[config.mk]
export PLATFORM = sky130hd
export DESIGN_NAME = btb_updater_flat
export DESIGN_NICKNAME = d
export VERILOG_FILES = /design/src/rtl/btb_pkg.sv /design/src/rtl/btb_updater_if.sv /design/src/rtl/btb_upd_fifo.sv /design/src/rtl/btb_updater.sv /design/src/flat_wrapper.sv
export SDC_FILE = /design/constraint.sdc
export NUM_CORES = 1
export LEC_CHECK = 0
export ABC_AREA = 1
export CAP_MARGIN = 20
export CORE_ASPECT_RATIO = 1.4
export CORE_MARGIN = 2
export CORE_UTILIZATION = 53
export CTS_BUF_LIST = sky130_fd_sc_hd__clkbuf_16
export DETAILED_ROUTE_END_ITERATION = 7
export GPL_ROUTABILITY_DRIVEN = 1
export GPL_TIMING_DRIVEN = 0
export PLACE_DENSITY = 0.74
export SLEW_MARGIN = 40
export SYNTH_ARGS = -nofsm -noshare
export SYNTH_HDL_FRONTEND = slang
export SYNTH_HIERARCHICAL = 1
export SYNTH_SLANG_ARGS = --single-unit
[constraint.sdc]
create_clock -name clk -period 6 [get_ports clk]
set_input_delay 1.2 -clock clk [delete_from_list [all_inputs] [get_ports clk]]
set_output_delay 1.2 -clock clk [all_outputs]
set_load 0.02 [all_outputs]
[src/rtl/btb_pkg.sv]
// Shared types for the BTB update path: queue entry layout, record classes and FSM states.
package btb_pkg;

    // Queue entries carry PCs at this width; btb_updater's PC_BITS must not exceed it.
    localparam int BTB_PC_BITS = 32;

    typedef enum logic {
        UPD_WRITE,
        UPD_INVAL
    } upd_kind_e;

    typedef struct packed {
        upd_kind_e              kind;
        logic [BTB_PC_BITS-1:0] pc;
        logic [BTB_PC_BITS-1:0] target;
    } btb_upd_t;

    typedef enum logic [1:0] {
        IDLE,
        DRAIN,
        SWEEP
    } updater_state_e;

    typedef enum logic [1:0] {
        CLS_FILTER,
        CLS_WRITE,
        CLS_INVAL
    } res_class_e;

    // Mispredicted or missing taken branches need a write; stale hits on
    // not-taken branches need an invalidate; everything else is redundant.
    function automatic res_class_e classify(input logic taken,
                                            input logic hit,
                                            input logic tgt_match);
        if (taken && (!hit || !tgt_match)) begin
            return CLS_WRITE;
        end
        if (!taken && hit) begin
            return CLS_INVAL;
        end
        return CLS_FILTER;
    endfunction

endpackage

[src/rtl/btb_updater_if.sv]
// Resolved-branch input, sweep control and BTB write/invalidate ports of the updater.
interface btb_updater_if #(
    parameter int PC_BITS = 32
);
    logic               res_valid;
    logic               res_ready;
    logic [PC_BITS-1:0] res_pc;
    logic [PC_BITS-1:0] res_target;
    logic               res_taken;
    logic               res_btb_hit;
    logic [PC_BITS-1:0] res_pred_target;

    logic               sweep_req;
    logic               sweep_busy;

    logic               wr_en;
    logic [PC_BITS-1:0] orig_pc;
    logic [PC_BITS-1:0] target_pc;

    logic               invalidate;
    logic [PC_BITS-1:0] pc_invalid;

    logic [15:0]        filt_count;

    modport master (
        output res_valid, res_pc, res_target, res_taken, res_btb_hit,
               res_pred_target, sweep_req,
        input  res_ready, sweep_busy, wr_en, orig_pc, target_pc,
               invalidate, pc_invalid, filt_count
    );

    modport slave (
        input  res_valid, res_pc, res_target, res_taken, res_btb_hit,
               res_pred_target, sweep_req,
        output res_ready, sweep_busy, wr_en, orig_pc, target_pc,
               invalidate, pc_invalid, filt_count
    );
endinterface

[src/rtl/btb_upd_fifo.sv]
// Synchronous FIFO holding pending BTB updates; pointers carry one wrap bit for full/empty.
module btb_upd_fifo #(
    parameter type entry_t = logic,
    parameter int  DEPTH   = 4
) (
    input  logic   clk,
    input  logic   rst,
    input  logic   push,
    input  entry_t push_data,
    input  logic   pop,
    output entry_t pop_data,
    output logic   full,
    output logic   empty
);
    localparam int AW = $clog2(DEPTH);

    entry_t      mem [DEPTH];
    logic [AW:0] wr_ptr;
    logic [AW:0] rd_ptr;
    logic        do_push;
    logic        do_pop;

    assign empty    = (wr_ptr == rd_ptr);
    assign full     = (wr_ptr[AW] != rd_ptr[AW]) &&
                      (wr_ptr[AW-1:0] == rd_ptr[AW-1:0]);
    assign do_push  = push && !full;
    assign do_pop   = pop && !empty;
    assign pop_data = mem[rd_ptr[AW-1:0]];

    always_ff @(posedge clk) begin
        if (rst) begin
            wr_ptr <= '0;
            rd_ptr <= '0;
        end else begin
            if (do_push) begin
                wr_ptr <= wr_ptr + 1'b1;
            end
            if (do_pop) begin
                rd_ptr <= rd_ptr + 1'b1;
            end
        end
    end

    // Storage needs no reset; the pointers define which slots are live.
    always_ff @(posedge clk) begin
        if (do_push) begin
            mem[wr_ptr[AW-1:0]] <= push_data;
        end
    end

endmodule

[src/rtl/btb_updater.sv]
// Filters resolved branches into BTB write/invalidate ops, queues them, and runs a full-table sweep on request.
//
//   state | meaning
//   ------+---------------------------------------------------------------
//   IDLE  | accepting records, draining the queue one op per cycle
//   DRAIN | sweep requested; input blocked, remaining queued ops drained
//   SWEEP | issuing one invalidate per BTB line, index 0..SIZE-1
module btb_updater
    import btb_pkg::*;
#(
    parameter int PC_BITS = 32,
    parameter int SIZE    = 1024,
    parameter int DEPTH   = 4
) (
    input logic        clk,
    input logic        rst,
    btb_updater_if.slave bus
);
    localparam int SEL_BITS = $clog2(SIZE);
    localparam logic [SEL_BITS-1:0] LAST_IDX = SEL_BITS'(SIZE - 1);

    updater_state_e     state_q;
    updater_state_e     state_d;
    logic [SEL_BITS-1:0] idx_q;

    res_class_e         cls;
    logic               accept;
    logic               push;
    logic               pop;
    logic               fifo_full;
    logic               fifo_empty;
    btb_upd_t           push_entry;
    btb_upd_t           pop_entry;
    logic [PC_BITS-1:0] sweep_pc;

    logic               wr_en_q;
    logic               inv_q;
    logic [PC_BITS-1:0] orig_pc_q;
    logic [PC_BITS-1:0] target_pc_q;
    logic [PC_BITS-1:0] pc_invalid_q;
    logic [15:0]        filt_q;

    assign bus.res_ready  = (state_q == IDLE) && !fifo_full;
    assign bus.sweep_busy = (state_q != IDLE);

    assign accept = bus.res_valid && bus.res_ready;
    assign cls    = classify(bus.res_taken, bus.res_btb_hit,
                             bus.res_pred_target == bus.res_target);
    assign push   = accept && (cls != CLS_FILTER);
    assign pop    = !fifo_empty && ((state_q == IDLE) || (state_q == DRAIN));

    always_comb begin
        push_entry        = '0;
        push_entry.kind   = (cls == CLS_INVAL) ? UPD_INVAL : UPD_WRITE;
        push_entry.pc     = BTB_PC_BITS'(bus.res_pc);
        push_entry.target = (cls == CLS_INVAL) ? '0 : BTB_PC_BITS'(bus.res_target);
    end

    btb_upd_fifo #(
        .entry_t (btb_upd_t),
        .DEPTH   (DEPTH)
    ) u_fifo (
        .clk       (clk),
        .rst       (rst),
        .push      (push),
        .push_data (push_entry),
        .pop       (pop),
        .pop_data  (pop_entry),
        .full      (fifo_full),
        .empty     (fifo_empty)
    );

    always_ff @(posedge clk) begin
        if (rst) begin
            state_q <= IDLE;
        end else begin
            state_q <= state_d;
        end
    end

    always_comb begin
        state_d = state_q;
        unique case (state_q)
            IDLE: begin
                if (bus.sweep_req) begin
                    state_d = DRAIN;
                end
            end
            DRAIN: begin
                if (fifo_empty) begin
                    state_d = SWEEP;
                end
            end
            SWEEP: begin
                if (idx_q == LAST_IDX) begin
                    state_d = IDLE;
                end
            end
            default: state_d = IDLE;
        endcase
    end

    // Held at zero outside SWEEP so every sweep starts from line 0.
    always_ff @(posedge clk) begin
        if (rst) begin
            idx_q <= '0;
        end else if (state_q != SWEEP) begin
            idx_q <= '0;
        end else begin
            idx_q <= idx_q + 1'b1;
        end
    end

    // Line index sits above bit 0, matching the BTB's 2-byte instruction granule.
    always_comb begin
        sweep_pc               = '0;
        sweep_pc[SEL_BITS:1]   = idx_q;
    end

    always_ff @(posedge clk) begin
        if (rst) begin
            wr_en_q      <= 1'b0;
            inv_q        <= 1'b0;
            orig_pc_q    <= '0;
            target_pc_q  <= '0;
            pc_invalid_q <= '0;
            filt_q       <= '0;
        end else begin
            wr_en_q <= 1'b0;
            inv_q   <= 1'b0;
            if (pop) begin
                if (pop_entry.kind == UPD_WRITE) begin
                    wr_en_q     <= 1'b1;
                    orig_pc_q   <= PC_BITS'(pop_entry.pc);
                    target_pc_q <= PC_BITS'(pop_entry.target);
                end else begin
                    inv_q        <= 1'b1;
                    pc_invalid_q <= PC_BITS'(pop_entry.pc);
                end
            end else if (state_q == SWEEP) begin
                inv_q        <= 1'b1;
                pc_invalid_q <= sweep_pc;
            end
            if (accept && (cls == CLS_FILTER) && (filt_q != 16'hFFFF)) begin
                filt_q <= filt_q + 1'b1;
            end
        end
    end

    assign bus.wr_en      = wr_en_q;
    assign bus.orig_pc    = orig_pc_q;
    assign bus.target_pc  = target_pc_q;
    assign bus.invalidate = inv_q;
    assign bus.pc_invalid = pc_invalid_q;
    assign bus.filt_count = filt_q;

endmodule

[src/flat_wrapper.sv]
// flat-port wrapper written by rule: the top's interface ports become plain ports
module btb_updater_flat import btb_pkg::*;
#(
    parameter int PC_BITS = 32,
    parameter int SIZE    = 1024,
    parameter int DEPTH   = 4
)
  (clk, rst, bus_res_valid, bus_res_pc, bus_res_target, bus_res_taken, bus_res_btb_hit, bus_res_pred_target, bus_sweep_req, bus_res_ready, bus_sweep_busy, bus_wr_en, bus_orig_pc, bus_target_pc, bus_invalidate, bus_pc_invalid, bus_filt_count);
  btb_updater_if #(.PC_BITS(PC_BITS)) bus_i ();
  input logic clk;
  input logic rst;
  input wire logic [$bits(bus_i.res_valid)-1:0] bus_res_valid;
  input wire logic [$bits(bus_i.res_pc)-1:0] bus_res_pc;
  input wire logic [$bits(bus_i.res_target)-1:0] bus_res_target;
  input wire logic [$bits(bus_i.res_taken)-1:0] bus_res_taken;
  input wire logic [$bits(bus_i.res_btb_hit)-1:0] bus_res_btb_hit;
  input wire logic [$bits(bus_i.res_pred_target)-1:0] bus_res_pred_target;
  input wire logic [$bits(bus_i.sweep_req)-1:0] bus_sweep_req;
  output wire logic [$bits(bus_i.res_ready)-1:0] bus_res_ready;
  output wire logic [$bits(bus_i.sweep_busy)-1:0] bus_sweep_busy;
  output wire logic [$bits(bus_i.wr_en)-1:0] bus_wr_en;
  output wire logic [$bits(bus_i.orig_pc)-1:0] bus_orig_pc;
  output wire logic [$bits(bus_i.target_pc)-1:0] bus_target_pc;
  output wire logic [$bits(bus_i.invalidate)-1:0] bus_invalidate;
  output wire logic [$bits(bus_i.pc_invalid)-1:0] bus_pc_invalid;
  output wire logic [$bits(bus_i.filt_count)-1:0] bus_filt_count;
  assign bus_i.res_valid = bus_res_valid;
  assign bus_i.res_pc = bus_res_pc;
  assign bus_i.res_target = bus_res_target;
  assign bus_i.res_taken = bus_res_taken;
  assign bus_i.res_btb_hit = bus_res_btb_hit;
  assign bus_i.res_pred_target = bus_res_pred_target;
  assign bus_i.sweep_req = bus_sweep_req;
  assign bus_res_ready = bus_i.res_ready;
  assign bus_sweep_busy = bus_i.sweep_busy;
  assign bus_wr_en = bus_i.wr_en;
  assign bus_orig_pc = bus_i.orig_pc;
  assign bus_target_pc = bus_i.target_pc;
  assign bus_invalidate = bus_i.invalidate;
  assign bus_pc_invalid = bus_i.pc_invalid;
  assign bus_filt_count = bus_i.filt_count;
  btb_updater #(.PC_BITS(PC_BITS), .SIZE(SIZE), .DEPTH(DEPTH)) u_core (.clk(clk), .rst(rst), .bus(bus_i));
endmodule
==> run metrics <==
Starting Density 0.5402; leading post-synthesis cells by cell area edfxtp_1 (48%), dfxtp_1 (17%), nor2_1 (6.4%); Pint between 5 and 6 mW; area of the core roughly 30000 um2; WS Path Type input port to flop; die width roughly 150 um; WP data required between 6000 and 7000 ps; period utilization 0.6818; vias in the first global route approximately 12000; pwr/cell area approximately 430 nW/um2; crit path cell chain clkdlybuf4s50_1, inv_1, nand2_1, nand2_1, inv_1, nand3_1, nor2_1, nand2_1, nor2_2, nand2_2, a21oi_1, nor2_1, nand2_1, nor2_4, buf_16, buf_16; delay-heaviest family, CP simple AND/OR/NAND/NOR gates; Simple-Gate Fraction of Synth Area 0.1594; Routed Antenna Nets 0; xor/xnor share of the synthesized area 0.007019; Final Routed Wirelength around 41000 um; num ports 218; die area 32040 um2; most frequent cells after synthesis nor2_1 (277), edfxtp_1 (260), o21ai_0 (162), nand2_1 (155), dfxtp_1 (134); Synth Flop Type edfxtp_1; root buffer cell clkbuf_16; clock share of power 0.261; Slew HR 0.4982; synthesized area per cell between 10 and 15 um2; Seq pwr share 0.395; Max Root-Sink Buffers 3; Worst VDD drop 207.6 uV; clk_lat worst skew 530 ps; share of cells above drive strength 1 0.1055; HP Class flop to flop; dominant cell type by area after synthesis edfxtp_1; router iterations before antenna repair 6; Setup crit start kind input port; total CTS buffers 36; Synth async-reset ratio 0; post-synthesis compound-gate area fraction 0.1186; outcome completed; Yosys top cell area share 0.4813; CTS H-tree lvls 2; final hold vios 0; via/cell ratio 5.458; DR iter-0 viols slightly above 800; CTS sink cnt just under 400; #FFs+latches synth roughly 400; vias approximately 12000; Port Buf Inserts ~220; Place WS about 1400 ps; Cell variety after synth 39; DR DRC count 0; switching fraction of total power 0.3451; RSZ-0062 raised after global routing no; peak fanout along the critical path 15; nets approximately 1900; Synth Area in Adders 0.005399; max-cap check violation count 0; Final WS setup ~1900 ps; most frequent cell after synthesis nor2_1; DP HPWL around 29000 um; CTS tree yes; Post-CTS Setup Bufs 0; Worst Setup End Kind flop; Worst Tran Pin Value about 750 ps; register area share after synthesis 0.6467; first-pass GRT wire length slightly above 60000 um; Leakage Power approximately 7.7 nW; Worst Skew between 15 and 20 ps; Mapped Cells 1529; Worst-path clk slew 70 ps; Crit path top cell by count nand2_1; Area growth, synth to finish 26.32%; EDFF count, synth 260; die height approximately 210 um; GR Overflow Total 0; Ys Warns 6; count of pins over their slew limit 0; All-Layer GR Usage 0.2472; post-synthesis mux area share 0; delay of the slowest critical-path stage between 500 and 600 ps; Rows 75; antenna violations before repair 5; post-layout minimum cycle time 4091 ps; GPL Wtd Cong slightly below 0.9; Layout Utilization 0.6824; largest family of logic cells by synthesized area simple AND/OR/NAND/NOR gates; Hold-fix buffers, CTS 0; f_max approximately 240 MHz; critical path arrival ~4300 ps; P_sw 3.047 mW; Syn Nets around 1600; routed len/inst 18.34 um; Post-Syn Area approximately 16000 um2; Final Setup Violations 0; largest net degree at the start of global routing 18; Buf/Inv on CP 5; slowest CP cell nor2_4; CTS resizes 0; Comb pwr share 0.343
-- layout make-up --
type / instances / area, um2
clock inverter: 28 / 256.5
inverter: 139 / 526.8
clock buffer: 38 / 950.9
fill: 2277 / 9538
antenna: 4 / 10.01
tap: 385 / 481.7
buffer: 83 / 494.2
multi-input combinational: 913 / 4741
sequential: 394 / 10490
timing repair buffer: 234 / 2540
-- final timing paths --
kind | from | endpoint | slack (ps) | cells past startpoint
max | bus_res_target[29] | u_core/u_fifo/mem[2][27]$_DFFE_PP_ | 1910 | 16
min | u_core/bus.orig_pc[10]$_SDFFE_PP0P_ | u_core/bus.orig_pc[10]$_SDFFE_PP0P_ | 470 | 2
max reg2reg | u_core/u_fifo/wr_ptr[0]$_SDFFE_PP0P_ | u_core/u_fifo/mem[2][27]$_DFFE_PP_ | 2900 | 12
min reg2reg | u_core/bus.orig_pc[10]$_SDFFE_PP0P_ | u_core/bus.orig_pc[10]$_SDFFE_PP0P_ | 470 | 2
-- metal layers --
| layer | vias up | track usage | share of wire |
|---|---|---|---|
| met2 | 468 | 0.4759 | 0.54 |
| met5 | - | 0 | 0 |
| met4 | 0 | 0.1009 | 0.035 |
| met3 | 89 | 0.03878 | 0.063 |
| met1 | 5758 | 0.2692 | 0.36 |
| li1 | 5790 | - | - |
-- stage by stage --
stage	total power [mW]	hold WS, ps	TNS (ps)	cells	cell area, um2
2_1_floorplan	5.288	429.7	0	1529	16220
3_3_place_gp	6.442	449.0	-678070	2131	18880
3_5_place_dp	6.553	460.1	0	2148	19270
4_1_cts	8.864	471.2	0	2214	20480
5_1_grt	9.246	495.3	0	2216	20490
6_report	8.829	467.3	0	2218	20490
-- state kept, by name, summed over array words and instances, names as in the netlist, named ones only --
register / cells
u_core/bus.pc_invalid: 32
u_core/state_q: 2
u_core/u_fifo/mem: 260
u_core/bus.orig_pc: 32
u_core/bus.filt_count: 16
u_core/u_fifo/wr_ptr: 3
u_core/u_fifo/rd_ptr: 3
u_core/bus.wr_en: 1
u_core/bus.invalidate: 1
u_core/bus.target_pc: 32
u_core/idx_q: 10
-- power by group through the flow --
stage          Sequential, mW  Combinational (mW)  Clock [mW]
5_1_grt                  3.53                3.26        2.46
4_1_cts                  3.49                3.03        2.34
3_5_place_dp             3.55                3.01           0
3_3_place_gp             3.56                2.88           0
2_1_floorplan            3.82                1.47           0
6_report                 3.49                3.03        2.31
-- worst register-to-register path, stage by stage (launching register included) --
cell and delay (ps):
dfxtp_1 430, inv_1 110, nand2_1 80, nand2_1 70, nand3_2 150, inv_1 100
nor2_2 130, nand2_1 120, nor2_1 380, nand2_1 330, nor2_4 510, buf_16 230
buf_16 170
-- logic make-up (layout without fill, tap and decap cells) --
group | count (synthesis) | after routing
adders and majority gates | 7 | 7
AOI/OAI and AO/OA | 325 | 325
xor gates and xnor gates | 13 | 13
other | 0 | 4
DFF | 394 | 394
buffers and inverters | 222 | 522
and+or+nand+nor | 568 | 568
-- cell usage in the layout (no fill, tap or decap), types with 9 or more instances in the layout --
master,n
a21oi_1,16
a31oi_1,10
buf_16,9
buf_2,22
buf_6,11
clkbuf_1,39
clkbuf_16,38
clkdlybuf4s50_1,217
dfxtp_1,134
edfxtp_1,260
inv_1,143
nand2_1,155
nand3_1,75
nand4_2,11
nor2_1,273
nor2_4,26
o21ai_0,162
o21ai_1,43
o22ai_1,46
o22ai_2,20
o31ai_1,21
xnor2_1,11
(Power assumes the default switching activity.)
